File: config.mk
export PLATFORM = sky130hd
export DESIGN_NAME = divider_8_bits_controller
export DESIGN_NICKNAME = d
export VERILOG_FILES = /design/src/rtl/divider_8_bits_controller.sv
export SDC_FILE = /design/constraint.sdc
export NUM_CORES = 1
export LEC_CHECK = 0
export CELL_PAD_IN_SITES_DETAIL_PLACEMENT = 0
export CELL_PAD_IN_SITES_GLOBAL_PLACEMENT = 1
export CORE_MARGIN = 2
export CORE_UTILIZATION = 41
export DETAILED_ROUTE_END_ITERATION = 8
export GPL_TIMING_DRIVEN = 0
export PLACE_DENSITY = 0.81
export SLEW_MARGIN = 30
export SYNTH_ARGS = -nofsm -noshare
export SYNTH_HDL_FRONTEND = slang
export SYNTH_SLANG_ARGS = --single-unit
File: constraint.sdc
create_clock -name CLK -period 4.3 [get_ports CLK]
set_input_delay 1.29 -clock CLK [delete_from_list [all_inputs] [get_ports CLK]]
set_output_delay 1.29 -clock CLK [all_outputs]
set_load 0.005 [all_outputs]
File: src/rtl/divider_8_bits_controller.sv
// Sequential 8-bit unsigned restoring divider built around the ripple-borrow subtractor.
// Optional macro DIVIDER_ZERO_CHECK_EN: a zero divisor finishes at once and raises DIV_BY_ZERO.

module full_subtractor_1_bit (
  input  logic A,
  input  logic B,
  input  logic BIN,
  output logic DIFF,
  output logic BOUT
);
  assign DIFF = A ^ B ^ BIN;
  assign BOUT = (~A & B) | (~(A ^ B) & BIN);
endmodule

module full_subtractor_8_bits_structure (
  input  logic [7:0] A,
  input  logic [7:0] B,
  input  logic       BIN,
  output logic [7:0] DIFF,
  output logic       BOUT
);
  logic [8:0] borrowChain;

  assign borrowChain[0] = BIN;

  for (genvar i = 0; i < 8; i++) begin : g_bit
    full_subtractor_1_bit u_fs (
      .A   (A[i]),
      .B   (B[i]),
      .BIN (borrowChain[i]),
      .DIFF(DIFF[i]),
      .BOUT(borrowChain[i+1])
    );
  end

  assign BOUT = borrowChain[8];
endmodule

module divider_8_bits_controller (
  input  logic       CLK,
  input  logic       RST,
  input  logic       START,
  input  logic [7:0] DIVIDEND,
  input  logic [7:0] DIVISOR,
  output logic       BUSY,
  output logic       DONE,
  output logic [7:0] QUOTIENT,
  output logic [7:0] REMAINDER,
  output logic       DIV_BY_ZERO
);

  typedef enum logic [1:0] {
    IDLE   = 2'd0,
    RUN    = 2'd1,
    FINISH = 2'd2
  } state_t;

  state_t     state_q;
  logic [7:0] partRem_q;
  logic [7:0] quoShift_q;
  logic [7:0] divisor_q;
  logic [2:0] count_q;
  logic       busy_q;
  logic       done_q;
  logic [7:0] quotient_q;
  logic [7:0] remainder_q;
`ifdef DIVIDER_ZERO_CHECK_EN
  logic       divByZero_q;
`endif

  logic [7:0] trial_d;
  logic [7:0] diff_d;
  logic       borrow_d;
  logic       accept_d;
  logic [7:0] partRem_d;
  logic [7:0] quoShift_d;

  // R[7] acts as the ninth bit of the shifted remainder, so a set bit always fits.
  assign trial_d    = {partRem_q[6:0], quoShift_q[7]};
  assign accept_d   = partRem_q[7] | ~borrow_d;
  assign partRem_d  = accept_d ? diff_d : trial_d;
  assign quoShift_d = {quoShift_q[6:0], accept_d};

  full_subtractor_8_bits_structure u_sub (
    .A   (trial_d),
    .B   (divisor_q),
    .BIN (1'b0),
    .DIFF(diff_d),
    .BOUT(borrow_d)
  );

  always_ff @(posedge CLK or posedge RST) begin
    if (RST) begin
      state_q     <= IDLE;
      partRem_q   <= 8'h00;
      quoShift_q  <= 8'h00;
      divisor_q   <= 8'h00;
      count_q     <= 3'd0;
      busy_q      <= 1'b0;
      done_q      <= 1'b0;
      quotient_q  <= 8'h00;
      remainder_q <= 8'h00;
`ifdef DIVIDER_ZERO_CHECK_EN
      divByZero_q <= 1'b0;
`endif
    end else begin
      case (state_q)
        IDLE: begin
          done_q <= 1'b0;
          if (START) begin
`ifdef DIVIDER_ZERO_CHECK_EN
            if (DIVISOR == 8'h00) begin
              quotient_q  <= 8'hFF;
              remainder_q <= DIVIDEND;
              divByZero_q <= 1'b1;
              done_q      <= 1'b1;
              state_q     <= FINISH;
            end else begin
              divisor_q  <= DIVISOR;
              quoShift_q <= DIVIDEND;
              partRem_q  <= 8'h00;
              count_q    <= 3'd0;
              busy_q     <= 1'b1;
              state_q    <= RUN;
            end
`else
            divisor_q  <= DIVISOR;
            quoShift_q <= DIVIDEND;
            partRem_q  <= 8'h00;
            count_q    <= 3'd0;
            busy_q     <= 1'b1;
            state_q    <= RUN;
`endif
          end
        end
        RUN: begin
          partRem_q  <= partRem_d;
          quoShift_q <= quoShift_d;
          count_q    <= count_q + 3'd1;
          // Results are captured from the final iteration's next values, not the registers.
          if (count_q == 3'd7) begin
            quotient_q  <= quoShift_d;
            remainder_q <= partRem_d;
`ifdef DIVIDER_ZERO_CHECK_EN
            divByZero_q <= 1'b0;
`endif
            busy_q      <= 1'b0;
            done_q      <= 1'b1;
            state_q     <= FINISH;
          end
        end
        FINISH: begin
          done_q  <= 1'b0;
          state_q <= IDLE;
        end
        default: begin
          busy_q  <= 1'b0;
          done_q  <= 1'b0;
          state_q <= IDLE;
        end
      endcase
    end
  end

  assign BUSY      = busy_q;
  assign DONE      = done_q;
  assign QUOTIENT  = quotient_q;
  assign REMAINDER = remainder_q;
`ifdef DIVIDER_ZERO_CHECK_EN
  assign DIV_BY_ZERO = divByZero_q;
`else
  assign DIV_BY_ZERO = 1'b0;
`endif

endmodule

==> results of run 1 <==
==> cells in the mapped netlist, drive strengths merged, types with 4 or more instances <==
master and n:
dfrtp 47, nand2 32, o21ai 32, inv 14, mux2 10, buf 9, fa 7, mux2i 7
a21oi 5, a22oi 4, and3b 4
==> area by class of cell <==
| class | instances | share of cell area [%] |
|---|---|---|
| inverters | 14 | 2.00 |
| clock buffers | 8 | 3.64 |
| plain buffers | 10 | 2.41 |
| repair buffers | 37 | 13.3 |
| flip-flops and latches | 47 | 42.7 |
| well taps | 70 | 3.18 |
| multi-input cells | 122 | 32.7 |
==> layer usage <==
layer | global-route usage (%) | up-vias | wire (um) | share of wire [%]
met2 | 24.5 | 17 | 2030 | 49
met1 | 22.1 | 725 | 2000 | 48
met4 | 4.29 | 0 | 47 | 1.1
met5 | 0 | - | 0 | 0
met3 | 3.88 | 4 | 95 | 2.3
li1 | - | 729 | - | -
==> where the power goes <==
part	internal, W	switching [W]	total (W)
logic	0.000565	0.000503	0.00107
clock network	0.000147	0.000138	0.000284
registers	0.000662	0.000130	0.000792
total	0.00137	0.000770	0.00214
==> state kept, by name (all words and copies together) (netlist names) <==
| signal | cells |
|---|---|
| count_q | 3 |
| QUOTIENT | 8 |
| partRem_q | 8 |
| divisor_q | 8 |
| quoShift_q | 8 |
| DONE | 1 |
| state_q | 2 |
| REMAINDER | 8 |
| BUSY | 1 |
==> kinds of logic (layout without fill, tap and decap cells) <==
kind of cell,count (synthesis),in the layout
other,1,1
flip-flops,47,47
AO/OA/AOI/OAI,48,48
multiplexers,17,17
adder cells (fa/ha/maj),10,10
AND/OR/NAND/NOR,46,46
buffers and inverters,24,69
==> critical path, delay by kind of cell (launching register included) <==
kind	cells	cell delay [ns]
mux	1	0.24
simple gates	1	0.19
buf+inv	4	0.37
compound gates	1	0.11
flops	1	0.38
fa+ha+maj	8	2.70
==> stage by stage <==
stage	cell area (sq um)	hold slack (ns)	power [W]	TNS (ns)
global placement	2620	0.468	0.00179	0
detailed placement	2630	0.471	0.00184	-0.0544
finish	2750	0.477	0.00214	0
global route	2750	0.524	0.00234	-0.00272
CTS	2730	0.489	0.00212	0
floorplan	2180	0.468	0.00146	0
==> worst max path at each step <==
stage,slack (ns),endpoint,cells after the start,from
after floorplan,0.34,partRem_q[0]$_DFFE_PP0P_,14,quoShift_q[7]$_DFFE_PP0P_
after detailed placement,-0.03,partRem_q[0]$_DFFE_PP0P_,14,quoShift_q[7]$_DFFE_PP0P_
after CTS,0.07,partRem_q[0]$_DFFE_PP0P_,14,quoShift_q[7]$_DFFE_PP0P_
final,0.18,partRem_q[6]$_DFFE_PP0P_,15,quoShift_q[7]$_DFFE_PP0P_
after global placement,0.03,partRem_q[0]$_DFFE_PP0P_,14,quoShift_q[7]$_DFFE_PP0P_
after global routing,-0.003,partRem_q[0]$_DFFE_PP0P_,14,quoShift_q[7]$_DFFE_PP0P_
==> repair_timing <==
action,4_1_cts,5_1_grt
endpoints found under the setup margin,2,4
setup buffers,0,2
gates resized for setup,1,3
==> results by group, run 1 <==
Global routing
  – Grt total ovfl: 0
  – Pin count of the biggest net entering global routing: 48
  – Initial antenna violation count: 0
  – Vias in the first global route: 1,466
  – First-pass GRT wire length: 7260 um
  – Overall Global Routing Usage: 15.7%

Synthesis
  – Post-synth top area cell: dfrtp_1
  – Adder-Cell Fraction of Synth Area: 8.13%
  – Post-synthesis sequential area ratio: 53.8%
  – Syn Nets: 222
  – Mux cell area share after synthesis: 8.53%
  – Number of distinct library cells after synthesis: 29
  – Largest family of logic cells by synthesized area: compound AO/OA/AOI/OAI gates
  – #FFs+latches synth: 47
  – Synth top area share: 53.8%
  – Compound-Gate Fraction of Synth Area: 12.9%
  – Mapped Cells: 193
  – Top post-synthesis cells by area: dfrtp_1 (54%), o21ai_0 (7.1%), fa_1 (6.4%), nand2_1 (5.5%), mux2_2 (4.6%)
  – Post-synthesis simple-gate area fraction: 11.0%
  – Post-synthesis area per instance: 11.3 sq um
  – FFs w/ async S/R, synth: 100%
  – EDFF count, synth: 0
  – Yosys warnings: 0
  – Synth Area in XOR/XNOR: 0%
  – Cell Area, Synth: 2180 sq um
  – Ys flop type: dfrtp_1

Cells and area
  – Area Growth Syn to Fin: 25.9%
  – Diode count: 0
  – Fill count: 496
  – Multi-input combinational cell area: 901 sq um
  – FF/Latch Area: 1180 sq um
  – Layout cells sized above 1: 14.7%
  – Post-layout net count: 266
  – Final core occ: 53.5%
  – Most frequent cells in the layout: dfrtp_1 (47), clkdlybuf4s50_1 (35), nand2_1 (32)
  – Most common cell after layout, fill and taps aside: dfrtp_1
  – Non-Filler Instances: 308

Timing
  – Worst clock skew: 0.00648 ns
  – Final setup margin: 0.178 ns
  – Minimum clock period: 4.12 ns
  – Final Hold Fails: 0
  – Slew @ Worst Pin: 0.559 ns
  – Tcrit/Tclk final: 95.9%
  – # setup viols final: 0
  – Slew margin rel.: 62.7%
  – Fmax: 243 MHz
  – Fin. max-slew vios: 0

Power and ir drop
  – Pwr/cell area: 779 nW/um^2
  – Peak supply drop: 0.490 mV
  – P_leak: 1.26 nW

Floorplanning
  – Core Rows: 26
  – Die Area: 5930 sq um
  – Initial Util: 42.5%
  – Die Span X: 77.0 um
  – Die Y: 77.0 um
  – Core ar.: 5140 sq um
  – Boundary Pins: 38

Min path
  – Min-Delay Startpoint: REMAINDER[2]$_DFFE_PP0P_
  – WHS Endpoint: REMAINDER[2]$_DFFE_PP0P_
  – Worst Hold Depth: 2
  – Hold Crit Class: reg2reg

Worst setup path
  – Reg-to-reg critical path startpoint: quoShift_q[7]$_DFFE_PP0P_
  – Setup Crit Path Kind: reg2reg
  – Most used cell along the critical path: fa_1
  – Critical Path AT: 4.28 ns
  – CP peak stage delay: 0.41 ns
  – Critical Path End Type: flop
  – Crit path cell chain: inv_1, ha_1, inv_1, fa_1, fa_1, fa_1, fa_1, fa_1, fa_1, inv_1, fa_1, nor2b_4, buf_4, mux2i_1, o21ai_0
  – R2R Path End: partRem_q[6]$_DFFE_PP0P_
  – R2R setup slack: 0.18 ns
  – Slowest cell on crit path: fa_1
  – R2r worst-path depth: 15
  – Worst Path Max Fanout: 3
  – Startpoint Class: flop
  – Critical Path RT: 4.46 ns

Clock tree
  – H-tree depth: 2
  – Clock latency on the worst-skew pair: 0.29 ns
  – CTS root buf: clkbuf_8
  – Hold_buf cts: 0
  – Clock buffer depth: 2
  – CTS tree: built
  – CTS Buf Count: 5
  – Clock Sinks: 47
  – Clock slew at reported path FFs: 0.08 ns

Placed design
  – Cells after DPL: 298
  – I/O Buffers: 35
  – Setup Slack @ Placement: -0.0284 ns
  – Dpl hpwl: 3000 um
  – GPL Wtd Cong: 0.778

Drt
  – Post-DR wirelength/cell: 13.5 um
  – Via density: 4.79
  – DRC Markers: 0
  – Final ANT Viol Nets: 0
  – Initial drt markers: 72
  – First-pass DRT Iterations: 4
  – Drt total wl: 4170 um
  – Vias: 1,475

Flow run
  – Max Cap Viol: 0

Outcome
  – Run status: finished, final reports clean
No activity file was read; power rests on OpenSTA's default activity.
==> run 2, diff against run 1 <==
--- a/config.mk
+++ b/config.mk
@@ -11,8 +11,10 @@
 export CORE_UTILIZATION = 41
 export DETAILED_ROUTE_END_ITERATION = 8
 export GPL_TIMING_DRIVEN = 0
-export PLACE_DENSITY = 0.81
+export PLACE_DENSITY = 0.8
+export SETUP_SLACK_MARGIN = 0.15
 export SLEW_MARGIN = 30
 export SYNTH_ARGS = -nofsm -noshare
 export SYNTH_HDL_FRONTEND = slang
+export SYNTH_HIERARCHICAL = 1
 export SYNTH_SLANG_ARGS = --single-unit
==> run 2 against run 1 <==
The run now ends with negative setup slack left. Critical path type unchanged. Synthesized area up 1.7%. Count of clock-buffer cells in the layout down 1. Utilization up 3.2 points. Register-to-register slack worse by 0.23 ns. Highest routed layer unchanged. Cell count up 2.6%. Cell area up 6.7%.
==> results by group, run 2 <==
Outcome
  – Run status: finished with violations
  – Failing checks: negative setup slack

Global routing
  – Grt total ovfl: 0 (unchanged)
  – Vias in the first global route: 1,524 (+4.0%)
  – Overall Global Routing Usage: 16.5% (+0.75 points)
  – Initial antenna violation count: 0 (unchanged)
  – Pin count of the biggest net entering global routing: 48 (unchanged)
  – First-pass GRT wire length: 7600 um (+4.8%)
  – Global routing usage on met1: 21.8% (-0.21 points)
  – Grt peak-use layer: met2
  – GR Layer Usage met2: 25.9% (+1.4 points)
  – Grt met3 use: 3.95% (+0.071 points)

Worst setup path
  – Buffers & Inverters on Critical Path: 17 (+13)
  – Most used cell along the critical path: inv_2
  – Slowest cell on crit path: dfrtp_1
  – Worst path top cell family by delay: adder cells
  – Worst Path Max Fanout: 5 (+2)
  – Startpoint Class: flop
  – Stages on worst setup path: 28 (+13)
  – R2r worst-path depth: 28 (+13)
  – R2R setup slack: -0.05 ns (-0.23 ns)
  – Critical Path RT: 4.53 ns (+0.07 ns)
  – CP peak stage delay: 0.37 ns (-0.04 ns)
  – Critical Path AT: 4.59 ns (+0.31 ns)
  – Setup Crit Path Kind: reg2reg
  – Critical Path End Type: flop

Clock tree
  – Clock buffer depth: 2 (unchanged)
  – H-tree depth: 2 (unchanged)
  – Clock latency on the worst-skew pair: 0.30 ns (about the same)
  – Clock slew at reported path FFs: 0.09 ns (about the same)
  – Clock Sinks: 47 (unchanged)
  – Hold_buf cts: 0 (unchanged)
  – CTS Buf Count: 5 (unchanged)
  – CTS tree: built
  – CTS root buf: clkbuf_8

Synthesis
  – Post-synthesis area per instance: 11.2 sq um (-0.85%)
  – Number of distinct library cells after synthesis: 27 (-6.9%)
  – Top post-synthesis cells by area: dfrtp_1 (53%), mux2_2 (8.1%), fa_1 (7.2%), o21ai_0 (5.4%), inv_1 (4.7%)
  – Count leader, synth: dfrtp_1
  – Ys flop type: dfrtp_1
  – #FFs+latches synth: 47 (unchanged)
  – Synth top area share: 52.9% (-0.91 points)
  – Cell Area, Synth: 2220 sq um (+1.7%)
  – Post-synth top area cell: dfrtp_1
  – Most common library cells after synthesis: dfrtp_1 (47), inv_1 (28), nand2_1 (25), o21ai_0 (24), mux2_2 (16)
  – Post-synthesis sequential area ratio: 52.9% (-0.91 points)
  – Yosys warnings: 6 (+6)
  – EDFF count, synth: 0 (unchanged)
  – Mapped Cells: 198 (+2.6%)
  – FFs w/ async S/R, synth: 100% (unchanged)

Timing
  – Worst clock skew: 0.0121 ns (+0.00566 ns)
  – Fmax: 230 MHz (-5.3%)
  – Minimum clock period: 4.35 ns (+0.232 ns)
  – Tcrit/Tclk final: 101% (+5.4 points)
  – Final Hold Fails: 0 (unchanged)
  – Slew margin rel.: 61.2% (-1.5 points)
  – Slew @ Worst Pin: 0.581 ns (+0.0226 ns)
  – Final setup margin: -0.0537 ns (-0.232 ns)
  – Setup tns final: -0.531 ns (-0.531 ns)
  – # setup viols final: 16 (+16)
  – RSZ-0062 raised after global routing: yes
  – Fin. max-slew vios: 0 (unchanged)

Floorplanning
  – Die Area: 6020 sq um (+1.6%)
  – Die Y: 77.6 um (+0.81%)
  – Boundary Pins: 38 (unchanged)
  – Initial Util: 43.0% (+0.46 points)
  – Core ar.: 5170 sq um (+0.63%)
  – Core Rows: 26 (unchanged)
  – Die Span X: 77.6 um (+0.81%)

Cells and area
  – Diode count: 0 (unchanged)
  – Non-Filler Instances: 316 (+2.6%)
  – Area Growth Syn to Fin: 32.2%
  – Post-layout net count: 274 (+3.0%)
  – Layout cells sized above 1: 29.3% (+15 points)
  – Most frequent cells in the layout: dfrtp_1 (47), clkdlybuf4s50_1 (36), nand2_1 (25)
  – Most common cell after layout, fill and taps aside: dfrtp_1

Drt
  – Drt total wl: 4490 um (+7.8%)
  – Initial drt markers: 64 (-11%)
  – Vias: 1,515 (+2.7%)
  – Post-DR wirelength/cell: 14.2 um (+5.1%)
  – DRC Markers: 0 (unchanged)
  – Via density: 4.79 (+0.11%)
  – First-pass DRT Iterations: 5 (+1)
  – Final ANT Viol Nets: 0 (unchanged)

Placed design
  – I/O Buffers: 36 (+2.9%)
  – Dpl hpwl: 3000 um (+0.14%)
  – GPL Wtd Cong: 0.780 (+0.27%)
  – Setup Slack @ Placement: -0.167 ns (-0.139 ns)
  – Cells after DPL: 305 (+2.3%)

Min path
  – Hold Crit Class: reg2reg
  – Worst Hold Depth: 2 (unchanged)

Power and ir drop
  – Peak supply drop: 0.453 mV (-7.7%)
  – Pwr/cell area: 902 nW/um^2 (+16%)
  – P_leak: 1.31 nW (+3.9%)

Flow run
  – Max Cap Viol: 0 (unchanged)
-- run 2: path summary, 6_finish.rpt --
check,startpoint,end
hold reg to reg,REMAINDER[0]$_DFFE_PP0P_,REMAINDER[0]$_DFFE_PP0P_
setup reg to reg,divisor_q[0]$_DFFE_PP0P_,REMAINDER[4]$_DFFE_PP0P_
hold / removal,REMAINDER[0]$_DFFE_PP0P_,REMAINDER[0]$_DFFE_PP0P_
max in group asynchronous,RST,count_q[0]$_DFFE_PP0P_
setup / recovery,divisor_q[0]$_DFFE_PP0P_,REMAINDER[4]$_DFFE_PP0P_
min in group asynchronous,RST,QUOTIENT[0]$_DFFE_PP0P_
-- run 2: layout make-up --
class	count	area, sq um
Fill cell	453	2240
Sequential cell	47	1180
Multi-Input combinational cell	115	1020
Timing Repair Buffer	39	387
Inverter	28	108
Tap cell	70	87.6
Clock buffer	7	86.3
Buffer	9	63.8
Clock inverter	1	8.76
-- run 2: metrics by stage --
step / hold WS [ns] / utilization, % / cell area, sq um / power [W]
after floorplan: 0.468 / - / 2250 / 0.00156
after global placement: 0.468 / 52.2 / 2700 / 0.00191
after detailed placement: 0.470 / 52.2 / 2700 / 0.00195
after CTS: 0.492 / 55.4 / 2860 / 0.00244
after global routing: 0.528 / 56.8 / 2940 / 0.00286
final: 0.490 / 56.8 / 2940 / 0.00265
-- run 2: metal layers --
| metal | part of all wire, % | up-vias |
|---|---|---|
| met3 | 3.5 | 7 |
| met5 | 0 | - |
| met1 | 47 | 737 |
| li1 | - | 742 |
| met4 | 1.7 | 0 |
| met2 | 48 | 29 |
-- run 2: logic make-up after synthesis --
logic type,count (synthesis),synth area share (%)
adder cells (fa/ha/maj),10,8.33
buffers and inverters,37,6.92
AO/OA/AOI/OAI,40,10.4
AND/OR/NAND/NOR,39,9.52
flip-flops,47,52.9
other,1,0.169
multiplexers,24,11.7
-- run 2: worst register-to-register path: cells and delay by family (launching register included) --
family	cells	cell delay, ns
compound gates	1	0.13
fa+ha+maj	8	2.60
buf+inv	17	0.93
flops	1	0.37
mux	1	0.19
simple gates	1	0.08
-- run 2: report_power, final --
| group | internal (W) | total, W | switching, W |
|---|---|---|---|
| logic | 0.000852 | 0.00153 | 0.000679 |
| registers | 0.000671 | 0.000833 | 0.000162 |
| clock network | 0.000132 | 0.000285 | 0.000153 |
| total | 0.00165 | 0.00265 | 0.000994 |
-- run 2: what timing repair did --
action                     CTS  global route
gates resized for setup     22            20
pin swaps                    0             1
buffers inserted             1             1
setup endpoints to repair   18            18
gates cloned                 1             0
==> run 3, diff against run 2 <==
--- a/config.mk
+++ b/config.mk
@@ -5,6 +5,7 @@
 export SDC_FILE = /design/constraint.sdc
 export NUM_CORES = 1
 export LEC_CHECK = 0
+export CAP_MARGIN = 20
 export CELL_PAD_IN_SITES_DETAIL_PLACEMENT = 0
 export CELL_PAD_IN_SITES_GLOBAL_PLACEMENT = 1
 export CORE_MARGIN = 2
==> results of run 3 <==
No change in the layout: final DEF, timing and power equal those of run 2.
